**src/rtl/mmio_out_pkg.sv**
```systemverilog
// -----------------------------------------------------------------------------
// mmio_out_pkg
//   Shared definitions for the memory-mapped output port:
//     ch_width()          - width of the channel tag, max(1, clog2(num_ch))
//     MMIO_OUT_ENTRY_T    - parameterised FIFO entry layout {channel, data},
//                           channel in the upper bits. A package cannot hold a
//                           typedef that depends on module parameters, so the
//                           layout is provided as a macro and instantiated as
//                           a typedef inside each user module.
//     MMIO_DEFAULT_BASE   - default address of channel 0
//     MMIO_DEFAULT_HALT   - default halt instruction address
// -----------------------------------------------------------------------------
`ifndef MMIO_OUT_ENTRY_T
`define MMIO_OUT_ENTRY_T(CW, DW) struct packed { logic [(CW)-1:0] channel; logic [(DW)-1:0] data; }
`endif

package mmio_out_pkg;

    localparam int unsigned MMIO_DEFAULT_BASE = 'hFF;
    localparam int unsigned MMIO_DEFAULT_HALT = 'hFF;

    // A single channel still needs a 1-bit tag so the port never has zero width.
    function automatic int unsigned ch_width(input int unsigned num_ch);
        if (num_ch <= 1) begin
            return 1;
        end
        return $clog2(num_ch);
    endfunction

endpackage

```
**src/rtl/sync_fifo.sv**
```systemverilog
// -----------------------------------------------------------------------------
// sync_fifo
//   Single-clock FIFO with registered pointers and occupancy count.
//   A push while full is accepted only when a pop happens in the same cycle;
//   a pop while empty is ignored. data_o shows the head entry and is forced
//   to zero while empty, so it reads as zero straight after reset even though
//   the storage array itself is not reset.
//
// Parameters
//   WIDTH   - entry width in bits
//   DEPTH   - number of entries, power of two, >= 2
// Ports
//   clk      in   clock, all state on posedge
//   rst      in   asynchronous active-high reset (pointers/count only)
//   push_i   in   request to enqueue data_i
//   pop_i    in   request to dequeue the head entry
//   data_i   in   WIDTH  entry to enqueue
//   data_o   out  WIDTH  head entry (zero while empty)
//   full_o   out  count == DEPTH
//   empty_o  out  count == 0
//   count_o  out  clog2(DEPTH+1)  occupancy
// -----------------------------------------------------------------------------
module sync_fifo #(
    parameter int unsigned WIDTH = 8,
    parameter int unsigned DEPTH = 8,
    localparam int unsigned PTR_W = $clog2(DEPTH),
    localparam int unsigned CNT_W = $clog2(DEPTH + 1)
) (
    input  logic             clk,
    input  logic             rst,
    input  logic             push_i,
    input  logic             pop_i,
    input  logic [WIDTH-1:0] data_i,
    output logic [WIDTH-1:0] data_o,
    output logic             full_o,
    output logic             empty_o,
    output logic [CNT_W-1:0] count_o
);

    logic [WIDTH-1:0] mem_q [DEPTH];
    logic [PTR_W-1:0] wr_ptr_q, wr_ptr_d;
    logic [PTR_W-1:0] rd_ptr_q, rd_ptr_d;
    logic [CNT_W-1:0] count_q, count_d;
    logic             push_ok;
    logic             pop_ok;

    assign full_o  = (count_q == CNT_W'(DEPTH));
    assign empty_o = (count_q == '0);
    assign count_o = count_q;

    // Pop is evaluated first so a full FIFO can accept a push in the cycle
    // its head leaves.
    assign pop_ok  = pop_i && !empty_o;
    assign push_ok = push_i && (!full_o || pop_ok);

    assign data_o  = empty_o ? '0 : mem_q[rd_ptr_q];

    always_comb begin
        wr_ptr_d = wr_ptr_q;
        rd_ptr_d = rd_ptr_q;
        count_d  = count_q;
        // DEPTH is a power of two, so pointers wrap by natural overflow.
        if (push_ok) begin
            wr_ptr_d = wr_ptr_q + PTR_W'(1);
        end
        if (pop_ok) begin
            rd_ptr_d = rd_ptr_q + PTR_W'(1);
        end
        unique case ({push_ok, pop_ok})
            2'b10:   count_d = count_q + CNT_W'(1);
            2'b01:   count_d = count_q - CNT_W'(1);
            default: count_d = count_q;
        endcase
    end

    always_ff @(posedge clk or posedge rst) begin
        if (rst) begin
            wr_ptr_q <= '0;
            rd_ptr_q <= '0;
            count_q  <= '0;
        end else begin
            wr_ptr_q <= wr_ptr_d;
            rd_ptr_q <= rd_ptr_d;
            count_q  <= count_d;
        end
    end

    // Storage carries no reset; validity is tracked by count_q alone.
    always_ff @(posedge clk) begin
        if (push_ok) begin
            mem_q[wr_ptr_q] <= data_i;
        end
    end

endmodule

```
**src/rtl/mmio_out_port.sv**
```systemverilog
// -----------------------------------------------------------------------------
// mmio_out_port
//   Memory-mapped output peripheral on the CPU data bus. Snoops data-memory
//   writes; a write landing in [BASE_ADDR, BASE_ADDR+NUM_CH) is queued as
//   {channel, data} and streamed out over valid/ready. Also watches the
//   instruction pointer for HALT_ADDR and raises a sticky halt flag; once
//   halted no further writes are captured, but the queue keeps draining.
//
//   Optional build macro: MMIO_OUT_TRACE_EN (simulation only) prints each
//   accepted push, each dropped write and the rising edge of halted.
//   Behaviour of the logic is identical with or without it.
//
// Parameters
//   DATA_W, ADDR_W, NUM_CH, BASE_ADDR, DEPTH (power of two, >= 2), HALT_ADDR
// Ports
//   clk          in   clock, all state on posedge
//   rst          in   asynchronous active-high reset
//   memAddress   in   ADDR_W  CPU data address
//   memIn        in   DATA_W  CPU write data
//   memWrEnable  in   CPU write strobe
//   instAddress  in   ADDR_W  CPU instruction pointer
//   outValid     out  head entry available
//   outReady     in   consumer accepts head entry
//   outData      out  DATA_W  head entry data
//   outChannel   out  CH_W    head entry channel
//   fifoCount    out  clog2(DEPTH+1) occupancy
//   overflow     out  sticky: a captured write was dropped (queue full)
//   halted       out  sticky: halt address seen
//   done         out  halted and queue empty
// -----------------------------------------------------------------------------
module mmio_out_port
    import mmio_out_pkg::*;
#(
    parameter int unsigned DATA_W    = 8,
    parameter int unsigned ADDR_W    = 8,
    parameter int unsigned NUM_CH    = 1,
    parameter int unsigned BASE_ADDR = MMIO_DEFAULT_BASE,
    parameter int unsigned DEPTH     = 8,
    parameter int unsigned HALT_ADDR = MMIO_DEFAULT_HALT,
    localparam int unsigned CH_W     = ch_width(NUM_CH),
    localparam int unsigned CNT_W    = $clog2(DEPTH + 1)
) (
    input  logic              clk,
    input  logic              rst,
    input  logic [ADDR_W-1:0] memAddress,
    input  logic [DATA_W-1:0] memIn,
    input  logic              memWrEnable,
    input  logic [ADDR_W-1:0] instAddress,
    output logic              outValid,
    input  logic              outReady,
    output logic [DATA_W-1:0] outData,
    output logic [CH_W-1:0]   outChannel,
    output logic [CNT_W-1:0]  fifoCount,
    output logic              overflow,
    output logic              halted,
    output logic              done
);

    typedef `MMIO_OUT_ENTRY_T(CH_W, DATA_W) entry_t;

    // Window bounds carry one extra bit so BASE_ADDR+NUM_CH may equal
    // 2^ADDR_W (e.g. a single channel at the top address) without wrapping.
    localparam logic [ADDR_W:0]   WIN_LO = (ADDR_W + 1)'(BASE_ADDR);
    localparam logic [ADDR_W:0]   WIN_HI = (ADDR_W + 1)'(BASE_ADDR + NUM_CH);
    localparam logic [ADDR_W-1:0] BASE_A = ADDR_W'(BASE_ADDR);
    localparam logic [ADDR_W-1:0] HALT_A = ADDR_W'(HALT_ADDR);

    logic [ADDR_W:0] addr_ext;
    logic            addr_in_win;
    logic            hit;
    logic [CH_W-1:0] hit_ch;
    logic            halt_seen;
    logic            pop;
    logic            push_ok;
    logic            drop;

    logic            fifo_full;
    logic            fifo_empty;
    logic [CNT_W-1:0] fifo_count;
    entry_t          wr_entry;
    entry_t          head_entry;

    logic            halted_q, halted_d;
    logic            overflow_q, overflow_d;

    // ---------------------------------------------------------------------
    // Address decode
    // ---------------------------------------------------------------------
    assign addr_ext    = {1'b0, memAddress};
    assign addr_in_win = (addr_ext >= WIN_LO) && (addr_ext < WIN_HI);

    // halted_q is the registered flag, so a write in the very cycle the halt
    // address is first sampled is still captured.
    assign hit       = memWrEnable && addr_in_win && !halted_q;
    assign hit_ch    = CH_W'(memAddress - BASE_A);
    assign halt_seen = (instAddress == HALT_A);

    assign wr_entry.channel = hit_ch;
    assign wr_entry.data    = memIn;

    // Mirrors the FIFO's own accept rule; used for the overflow flag and trace.
    // pop depends only on registered state and outReady; outValid never
    // depends on outReady.
    assign pop     = !fifo_empty && outReady;
    assign push_ok = hit && (!fifo_full || pop);
    assign drop    = hit && fifo_full && !pop;

    // ---------------------------------------------------------------------
    // Storage
    // ---------------------------------------------------------------------
    sync_fifo #(
        .WIDTH ($bits(entry_t)),
        .DEPTH (DEPTH)
    ) u_fifo (
        .clk     (clk),
        .rst     (rst),
        .push_i  (hit),
        .pop_i   (pop),
        .data_i  (wr_entry),
        .data_o  (head_entry),
        .full_o  (fifo_full),
        .empty_o (fifo_empty),
        .count_o (fifo_count)
    );

    // ---------------------------------------------------------------------
    // Sticky status flags
    // ---------------------------------------------------------------------
    always_comb begin
        halted_d   = halted_q | halt_seen;
        overflow_d = overflow_q | drop;
    end

    always_ff @(posedge clk or posedge rst) begin
        if (rst) begin
            halted_q   <= 1'b0;
            overflow_q <= 1'b0;
        end else begin
            halted_q   <= halted_d;
            overflow_q <= overflow_d;
        end
    end

    // ---------------------------------------------------------------------
    // Outputs
    // ---------------------------------------------------------------------
    assign outValid   = !fifo_empty;
    assign outData    = head_entry.data;
    assign outChannel = head_entry.channel;
    assign fifoCount  = fifo_count;
    assign overflow   = overflow_q;
    assign halted     = halted_q;
    assign done       = halted_q && fifo_empty;

`ifdef MMIO_OUT_TRACE_EN
    always @(posedge clk) begin
        if (!rst) begin
            if (push_ok) begin
                $display("output ch%0d: %0d", hit_ch, memIn);
            end
            if (drop) begin
                $display("overflow ch%0d: %0d", hit_ch, memIn);
            end
            if (halt_seen && !halted_q) begin
                $display("halted");
            end
        end
    end
`endif

endmodule
```
**config.mk**
```make
export PLATFORM = sky130hd
export DESIGN_NAME = mmio_out_port
export DESIGN_NICKNAME = d
export VERILOG_FILES = /design/src/rtl/mmio_out_pkg.sv /design/src/rtl/sync_fifo.sv /design/src/rtl/mmio_out_port.sv
export SDC_FILE = /design/constraint.sdc
export NUM_CORES = 1
export LEC_CHECK = 0
export ABC_AREA = 1
export CAP_MARGIN = 15
export CELL_PAD_IN_SITES_DETAIL_PLACEMENT = 1
export CELL_PAD_IN_SITES_GLOBAL_PLACEMENT = 2
export CORE_UTILIZATION = 37
export DETAILED_ROUTE_END_ITERATION = 10
export HOLD_SLACK_MARGIN = 0.15
export PLACE_DENSITY_LB_ADDON = 0.15
export REMOVE_ABC_BUFFERS = 1
export SETUP_SLACK_MARGIN = 0.3
export SLEW_MARGIN = 30
export SYNTH_ARGS = -nofsm -noshare
export SYNTH_HDL_FRONTEND = slang
export SYNTH_SLANG_ARGS = --single-unit
```
**constraint.sdc**
```tcl
create_clock -name clk -period 2.18 [get_ports clk]
set_input_delay 0.436 -clock clk [delete_from_list [all_inputs] [get_ports clk]]
set_output_delay 0.436 -clock clk [all_outputs]
set_load 0.02 [all_outputs]
```
==> impl_summary.log <==
INFO  metric globalRoute.busiestLayer = met2
INFO  metric synth-async-reset-ratio = 14.3%
INFO  metric mean_post_synth_cell_area = 11.7 um^2
INFO  metric rows = 36
INFO  metric place_ws = -0.276 ns
INFO  metric met3_usage = 3.49%
INFO  metric num_vias = 2,727
INFO  metric pwr_density_cell = 555 mW/mm^2
INFO  metric cts_inserted_buffers = 9
INFO  metric worstSkewPairLatency = 0.36 ns
INFO  metric finalNetCount = 456
INFO  metric netlist_instances = 315
INFO  metric crit_fanout = 15
INFO  metric antenna_violating_nets_post_route = 0
INFO  metric global_route.usage.met1 = 24.8%
INFO  metric tightest_slew = 0.502 ns
INFO  metric synthesis.area = 0.00369 mm^2
INFO  metric synthDistinctLibCells = 27
INFO  metric clk_path_buf_depth = 2
INFO  metric worstSetupPathDepth = 8
INFO  metric fp.coreArea = 0.00973 mm^2
INFO  metric design_power_total = 2.89 mW
INFO  metric cts.clk_slew.worst_paths = 0.08 ns
INFO  metric post-synth-top-count-cell = sky130_fd_sc_hd__edfxtp_1
INFO  metric multiInputGateArea = 0.00122 mm^2
INFO  metric crit_path_end_kind = output pin
INFO  metric fp.dieArea = 0.0104 mm^2
INFO  metric drt-vias-per-instance = 4.86
INFO  metric maxSlewViolCount = 0
INFO  metric number_of_global_route_vias_before_repair = 2,764
INFO  metric synthTopCellsByCount = sky130_fd_sc_hd__edfxtp_1, sky130_fd_sc_hd__nor2_1, sky130_fd_sc_hd__nand2_1, sky130_fd_sc_hd__o21ai_1, sky130_fd_sc_hd__inv_1
INFO  metric drt_first_pass_iters = 4
INFO  metric timing.critical_path.buf_inv = 4
INFO  metric hpwlAfterDp = 6.61 mm
INFO  metric placement.io_buffers = 44
INFO  metric cp_data_required_time = 1.74 ns
INFO  metric hold_path.class = primary input to asynchronous set/reset pin
INFO  metric gr-total-overflow = 0
INFO  metric numPlacedInstances = 530
INFO  metric cts_tree = done
INFO  metric top_level_ports = 45
INFO  metric placedInstanceArea = 0.00459 mm^2
INFO  metric max_cap_violations = 0
INFO  metric fillCellCount = 1,048
INFO  metric timing.final.crit_period = 2.12 ns
INFO  metric dr.first_iter.drc_count = 115
INFO  metric hold_violations_final = 0
INFO  metric synth_enable_flop_cells = 72
INFO  metric ff_to_ff_path_depth = 11
INFO  metric class_of_the_most_critical_setup_path = register to output pin
INFO  metric groute.layer.met2.usage = 34.4%
INFO  metric fin_cells = 561
INFO  metric total_of_flip_flops_plus_latches_after_synthesis = 84
INFO  metric cts_num_sinks = 84
INFO  metric fmax = 0.472 GHz
INFO  metric setup_viol = 0
INFO  metric h-tree-depth = 3
INFO  metric layout_cell_share_with_drive_strength_beyond_1 = 33.4%
INFO  metric synth_largest_type_area_fraction = 58.6%
INFO  metric floorplan.die.height = 102 um
INFO  metric drc_errors = 0
INFO  metric setup.worst_path.start_class = register
INFO  metric regArea = 0.00246 mm^2
INFO  metric status = finished, final reports clean
INFO  metric grt_start_max_net_pins = 15
INFO  metric critical_path.max_stage_delay = 0.40 ns
INFO  metric wl_final = 10.1 mm
INFO  metric n_antenna_cell = 0
INFO  metric leakage = 1.97 nW
INFO  metric grt.total_usage = 19.8%
INFO  metric grt_first_pass_wirelength = 14.6 mm
INFO  metric number_of_antenna_violations_at_the_first_check_in_global_routing = 0
INFO  metric gp_routability_congestion = 0.713
INFO  metric synth_flop_cell = sky130_fd_sc_hd__edfxtp_1
INFO  metric post_cts_hold_buffer_count = 0
INFO  metric area_delta_synth_final = 41.1%
INFO  metric wl_per_cell = 18.0 um
INFO  metric timing.critical_path.max_delay_family = buffers and inverters
INFO  metric netlist.top_cell.by_area = sky130_fd_sc_hd__edfxtp_1
INFO  metric finClkSkew = 0.00773 ns
INFO  metric finalInstanceArea = 0.00520 mm^2
INFO  metric synth.area.top_cells = sky130_fd_sc_hd__edfxtp_1, sky130_fd_sc_hd__dfrtp_1, sky130_fd_sc_hd__nor2_1
INFO  metric chipWidth = 102 um
INFO  metric worst_slew_margin_relative_to_its_limit = 66.5%
INFO  metric synth.yosys.warnings = 0
INFO  metric final_worst_path_period_share = 97.3%
INFO  metric grt_setup_unrepaired = true
INFO  metric clockRootBuffer = sky130_fd_sc_hd__clkbuf_8
INFO  metric cells_along_the_critical_path = buf_12, inv_16, buf_12, nor2_1, o211ai_1, nand2_1, nor2_1, buf_4
INFO  metric critPathSlowestCell = sky130_fd_sc_hd__dfrtp_1
INFO  metric peakVddDrop = 0.455 mV
INFO  metric post-route-worst-setup-slack = 0.0598 ns
INFO  metric critical_path_arrival = 1.68 ns
INFO  metric synth-seq-area-share = 66.7%
INFO  metric initial_core_util = 37.9%
## through the flow
| stage | TNS, ns | hold WS, ns | utilization [%] |
|---|---|---|---|
| 2_1_floorplan | -0.169 | 0.301 | - |
| 3_3_place_gp | -9.28 | 0.451 | 47.2 |
| 3_5_place_dp | -12.09 | 0.461 | 47.2 |
| 4_1_cts | 0 | 0.419 | 50.1 |
| 5_1_grt | -0.219 | 0.443 | 53.5 |
| 6_report | 0 | 0.402 | 53.5 |
## flip-flops by register name (all words and copies together), names as in the netlist
signal           flops
u_fifo.wr_ptr_q      3
halted               1
u_fifo.count_o       4
u_fifo.mem_q        72
u_fifo.rd_ptr_q      3
overflow             1
## logic make-up after synthesis
family,after synthesis,synth area share [%]
buffers and inverters,33,6.37
and+or+nand+nor,127,14.8
adders and majority gates,5,1.70
xor gates and xnor gates,5,1.19
DFF,84,66.7
AOI/OAI and AO/OA,61,9.26
## worst register-to-register path, cell delays in order, from the launching register on
cell and delay (ns):
sky130_fd_sc_hd__dfrtp_1 0.40, sky130_fd_sc_hd__inv_2 0.09, sky130_fd_sc_hd__nand4_1 0.17, sky130_fd_sc_hd__nor2_4 0.17
sky130_fd_sc_hd__nand2_2 0.09, sky130_fd_sc_hd__ha_4 0.19, sky130_fd_sc_hd__nor2_4 0.11, sky130_fd_sc_hd__nor2_4 0.07
sky130_fd_sc_hd__ha_4 0.16, sky130_fd_sc_hd__a21oi_2 0.11, sky130_fd_sc_hd__xor2_1 0.15, sky130_fd_sc_hd__o21ai_1 0.07
## what timing repair did
item | 4_1_cts | 5_1_grt
endpoints found under the setup margin | 79 | 86
setup buffers | 7 | 5
resized for setup | 93 | 64
pin swaps | 15 | 32
cloned | 0 | 3
## worst paths after layout
kind                                     from            endpoint  slack (ns)
max reg2reg                            halted   u_fifo.count_o[2]        0.30
min reg2reg                          overflow            overflow        0.53
max                        u_fifo.rd_ptr_q[0]          outData[3]        0.06
min in group clk                     overflow            overflow        0.53
min                                       rst  u_fifo.wr_ptr_q[0]        0.40
max in group asynchronous                 rst              halted        1.44
## report_power, final
group          leakage (nW)  internal (mW)  switching (mW)
combinational          1.09         0.0394          0.0314
sequential            0.783           1.74               0
clock                0.0928          0.519           0.559
## layout make-up
cell class | instances | share of cell area (%)
clock buffer | 10 | 2.45
clock inverter | 6 | 1.06
inverter | 20 | 1.90
multi-input combinational | 198 | 23.5
sequential | 84 | 47.3
tap | 133 | 3.20
timing repair buffer | 110 | 20.6
## cells in the final DEF, fill, tap and decap left out, drive strengths merged
cell type      Yosys  routed
a21oi              1       1
buf               13      76
bufinv             0       1
clkbuf             0      12
clkdlybuf4s50      0      19
clkinv             0       5
dfrtp             12      12
dlygate4sd2        0      13
edfxtp            72      72
ha                 5       5
inv               20      20
nand2             40      40
nand3              6       6
nand4              4       4
nor2              77      77
o211ai             9       9
o21ai             41      41
o22ai              9       9
o31ai              1       1
xnor2              3       3
xor2               2       2
## routing by layer
layer	share of wire (%)	wire length (um)	up-vias
met5	0	0	-
met4	1.4	137	0
met3	2.0	197	10
met2	53	5320	28
met1	44	4410	1379
li1	-	-	1310
(Power assumes the default switching activity.)
==> variant 1 (same settings) <==
`DEPTH` is set to 8 in 2 places; all go to 16.
--- a/src/rtl/sync_fifo.sv
+++ b/src/rtl/sync_fifo.sv
@@ -23,5 +23,5 @@
 module sync_fifo #(
     parameter int unsigned WIDTH = 8,
-    parameter int unsigned DEPTH = 8,
+    parameter int unsigned DEPTH = 16,
     localparam int unsigned PTR_W = $clog2(DEPTH),
     localparam int unsigned CNT_W = $clog2(DEPTH + 1)
--- a/src/rtl/mmio_out_port.sv
+++ b/src/rtl/mmio_out_port.sv
@@ -36,5 +36,5 @@
     parameter int unsigned NUM_CH    = 1,
     parameter int unsigned BASE_ADDR = MMIO_DEFAULT_BASE,
-    parameter int unsigned DEPTH     = 8,
+    parameter int unsigned DEPTH     = 16,
     parameter int unsigned HALT_ADDR = MMIO_DEFAULT_HALT,
     localparam int unsigned CH_W     = ch_width(NUM_CH),
Ports: changed (resized fifoCount); port bits go from 45 to 46. No check against the original RTL was run, so the function may have changed too.
==> variant 1 against the original RTL <==
The flow now finishes with violations (design-rule violations, negative setup slack); setup slack got worse by 0.25 ns; global-route usage rose by 2.0 points; hold slack got worse by 0.17 ns; fmax fell by 11%; wire length rose by 100%; power rose by 120%; design area rose by 80%; clock skew rose by 0.0065 ns; sequential cell count rose by 75; critical path depth rose by 1; area after synthesis rose by 86%.
==> variant 1: results (changes against the original RTL) <==
| Metric | Value |
|---|---|
| Share of cells above drive strength 1 | `26.9% (-6.5 points)` |
| Setup Buffers After CTS | `5 (-2)` |
| DRC | `4 (+4)` |
| HPWL Detailed | `12,600 um (+90%)` |
| Count of cell types in the netlist | `32 (+19%)` |
| Worst reg-to-reg setup slack | `0.01 ns (-0.29 ns)` |
| Post-DP Area | `8120 um^2 (+77%)` |
| Number of synthesized flops with an enable pin | `144 (+100%)` |
| Reg2Reg Launch Point | `u_fifo.count_o[0]` |
| Met1 WL | `9020 um (+100%)` |
| Leading cell types by count after synthesis | `nand2_1 (212), edfxtp_1 (144), nand3_1 (119)` |
| Synth area leaders | `edfxtp_1 (63%), nand2_1 (12%), nand3_1 (8.7%)` |
| Routed wl met2 | `10,400 um (+95%)` |
| Placed cells | `927 (+75%)` |
| Via-to-Cell Ratio | `5.21 (+7.1%)` |
| Maximum VDD drop | `0.646 mV (+42%)` |
| Final Non-Filler Cells | `980 (+75%)` |
| Reg2Reg Capture Point | `u_fifo.count_o[4]` |
| Post-synthesis async set-or-reset flop share | `9.43% (-4.9 points)` |
| Reg clk slew, reported paths | `0.06 ns (-0.02 ns)` |
| Routed wl met3 | `710 um (+260%)` |
| GR Util met3 | `4.02% (+0.53 points)` |
| Layout Skew | `0.0142 ns (+0.00650 ns)` |
| Sum Neg Setup Slack | `-1.49 ns (-1.49 ns)` |
| First-pass GRT wire length | `30,600 um (+110%)` |
| Total GRT Usage | `21.8% (+2.0 points)` |
| Max reg flops | `144 (+100%)` |
| Input/output buffers | `45 (+2.3%)` |
| Lkg Pwr | `3.77 nW (+92%)` |
| Inserted Clock Buffers | `17 (+8)` |
| Hold WS | `0.236 ns (-0.166 ns)` |
| Clock root buffer master | `clkbuf_16` |
| Final setup vio count | `9 (+9)` |
| GR Layer Usage met1 | `28.5% (+3.7 points)` |
| Average instance area after synthesis | `11.2 um^2 (-4.4%)` |
| Skew-Pair Late Insertion Delay | `0.43 ns (+0.07 ns)` |
| Pre-CTS WS | `-0.445 ns (-0.170 ns)` |
| CTS resizes | `128 (+38%)` |
| Max_slew headroom | `57.1% (-9.4 points)` |
| Post-synthesis xor/xnor area fraction | `0.894% (-0.29 points)` |
| Failing checks | `design-rule violations, negative setup slack` |
| Area grow syn2layout | `36.5%` |
| Outcome | `complete, but fails checks` |
| M2 GR Usage | `37.1% (+2.6 points)` |
| Largest net degree at the start of global routing | `24 (+9)` |
| R2R cell count | `18 (+7)` |
| WP data arrival | `1.93 ns (+0.25 ns)` |
| Drt first pass iters | `8 (+4)` |
| Final worst slack | `-0.190 ns (-0.249 ns)` |
| H-tree depth | `4 (+1)` |
| Routability congestion estimate | `0.801 (+12%)` |
| Post-Synth Adder-Cell Area | `1.46% (-0.24 points)` |
## variant 1: worst max-delay path, cell delays in order (launching register included)
cell,delay (ns)
dfrtp_2,0.43
buf_6,0.19
buf_12,0.14
nand2_1,0.05
nand3_1,0.07
nand3_1,0.08
nand2_1,0.08
nand2_1,0.06
a21oi_2,0.22
buf_4,0.18
## variant 1: power breakdown
group / switching [mW] / total [mW] / leakage [nW] / internal, mW
clock: 1.21 / 3.00 / 0.278 / 1.80
combinational: 0.0541 / 0.0956 / 2.01 / 0.0416
sequential: 0 / 3.32 / 1.48 / 3.32
## variant 1: area by class of cell
class	instances	share of cell area, %
Clock buffer	18	4.58
Clock inverter	14	1.79
Inverter	23	1.03
Multi-Input combinational cell	400	23.2
Sequential cell	159	50.2
Tap cell	229	3.06
Timing Repair Buffer	137	16.1
## variant 1: cells by family (layout without fill, tap and decap cells)
family / count (synthesis) / in the layout
xor+xnor: 7 / 7
buf+inv: 54 / 192
fa+ha+maj: 8 / 8
simple gates: 366 / 366
compound gates: 19 / 19
flops: 159 / 159
==> variant 2 (config.mk and constraints unchanged) <==
Without the edit above. Register the output `fifoCount`; this adds one clock of latency there. The other outputs are not delayed to match.
--- a/src/rtl/mmio_out_port.sv
+++ b/src/rtl/mmio_out_port.sv
@@ -148,5 +148,7 @@
     assign outData    = head_entry.data;
     assign outChannel = head_entry.channel;
-    assign fifoCount  = fifo_count;
+    always_ff @(posedge clk) begin
+        fifoCount <= fifo_count;
+    end
     assign overflow   = overflow_q;
     assign halted     = halted_q;
Function: changed (Yosys sat finds a counterexample within 4 cycles, from zero or initial values and one cycle with rst high).
==> variant 2 against the original RTL <==
Wire length is 10% higher; cell count up 2.0%; first-iteration DRC count fell by 19%; sequential power up 5%; global-route usage up 0.21 points; setup slack got worse by 0.053 ns; power rose by 4.5%; design area up 5.1%; non-clock buffer count grew 8; sequential cell count grew 4; area after synthesis increased by 2.2%; critical path type unchanged; largest cell class unchanged; highest routed layer unchanged.
==> variant 2: results (changes against the original RTL) <==
| Metric | Value |
|---|---|
| Critical Path Fanout Max | `7 (-8)` |
| Seq/Total Area, Yosys | `67.4% (+0.71 points)` |
| CP peak stage delay | `0.39 ns` |
| Yosys Warn Count | `0 (unchanged)` |
| Number of synthesized flops with an enable pin | `72 (unchanged)` |
| DR iter-0 viols | `93 (-19%)` |
| Clock root buffer master | `clkbuf_8` |
| Total GRT Usage | `20.0% (+0.21 points)` |
| Via-to-Cell Ratio | `4.91 (+1.1%)` |
| Path type of the worst min-delay path | `input pin to asynchronous set/reset pin` |
| Synth area leaders | `edfxtp_1 (57%), dfrtp_1 (8.0%), nor2_1 (6.2%)` |
| Clk buf depth | `2 (unchanged)` |
| Met1 WL | `4710 um (+6.7%)` |
| Pre-CTS WS | `-0.224 ns (+0.0512 ns)` |
| Routability congestion estimate | `0.750 (+5.2%)` |
| H-tree depth | `3 (unchanged)` |
| Input/output buffers | `44 (unchanged)` |
| Inserted Clock Buffers | `9 (unchanged)` |
| Diode count | `0 (unchanged)` |
| HPWL Detailed | `6380 um (-3.5%)` |
| Initial antenna violation count | `0 (unchanged)` |
| Skew-Pair Late Insertion Delay | `0.36 ns (about the same)` |
| Post-synthesis async set-or-reset flop share | `13.6% (-0.65 points)` |
| Vias in the first global route | `2,882 (+4.3%)` |
| Clock Power | `1.13 mW (+5%)` |
| Reg clk slew, reported paths | `0.09 ns` |
| Reg with most FFs | `u_fifo.mem_q` |
| Count of cell types in the netlist | `28 (+3.7%)` |
| Leading cell types by count after synthesis | `edfxtp_1 (72), nor2_1 (62), nand2_1 (37)` |
| Largest net degree at the start of global routing | `21 (+6)` |
| Maximum VDD drop | `0.322 mV (-29%)` |
| WL/cell | `19.4 um (+8.1%)` |
| Layout Skew | `0.00961 ns (+0.00187 ns)` |
| First-pass GRT wire length | `15,100 um (+3.3%)` |
| WP data arrival | `1.74 ns (+0.06 ns)` |
| Drt first pass iters | `4 (unchanged)` |
| Logic pwr share | `2.4% (about the same)` |
| Post-layout nets | `468 (+2.6%)` |
| Lkg Pwr | `2.10 nW (+6.5%)` |
| Share of cells above drive strength 1 | `37.4% (+3.9 points)` |
| Highest metal used | `met4` |
| Routed wl met2 | `5700 um (+7.0%)` |
| Routed wl met3 | `350 um (+78%)` |
| Sw Ratio | `21.0% (+0.56 points)` |
| Slowest CP cell | `dfrtp_1` |
| M2 GR Usage | `33.5% (-0.87 points)` |
| Max_slew headroom | `62.2% (-4.3 points)` |
| GR Layer Usage met1 | `26.2% (+1.4 points)` |
| Max reg flops | `72 (unchanged)` |
| Outcome | `finished clean` |
| GR Util met3 | `2.98% (-0.51 points)` |
| CP top delay family | `buffers and inverters` |
## variant 2: timing repair
item	CTS	global route
pin swaps	14	28
resized for setup	95	84
cloned	0	5
setup endpoints to repair	19	89
buffers inserted	16	10
## variant 2: path summary, 6_finish.rpt
kind,from,endpoint,slack (ns),cells after the start
max,u_fifo.rd_ptr_q[0],outChannel,0.007,9
min,rst,u_fifo.count_o[1],0.45,2
max reg2reg,halted,overflow,0.22,11
min reg2reg,u_fifo.count_o[2],fifoCount[2],0.52,1
max in group asynchronous,rst,u_fifo.rd_ptr_q[2],1.36,2
min in group clk,u_fifo.count_o[2],fifoCount[2],0.52,1
## variant 2: area by class of cell
| cell class | count | area (um^2) |
|---|---|---|
| clock buffers | 9 | 124 |
| well taps | 133 | 166 |
| fillers | 1060 | 4350 |
| inverters | 20 | 109 |
| repair buffers | 118 | 1220 |
| multi-input cells | 198 | 1240 |
| clock inverters | 6 | 70.1 |
| flip-flops and latches | 88 | 2540 |
## variant 2: metrics by stage
step	TNS, ns	util [%]	cells	instance area, um^2	power [mW]
final	0	55.7	572	5470	3.02
after global routing	-0.575	55.7	572	5470	3.09
after CTS	-0.0302	51.2	557	5030	3.03
after detailed placement	-4.32	47.3	526	4650	1.93
after global placement	-4.08	47.3	526	4650	1.93
after floorplan	-0.0382	-	306	3620	1.86
## variant 2: kinds of logic (layout without fill, tap and decap cells)
family                   Yosys count  count (layout)  synth area share [%]
AO/OA/AOI/OAI                     61              61                  9.06
XOR/XNOR                           5               5                  1.16
adder cells (fa/ha/maj)            5               5                  1.66
buffers and inverters             33             153                  6.24
flip-flops                        88              88                  67.4
AND/OR/NAND/NOR                  127             127                  14.4
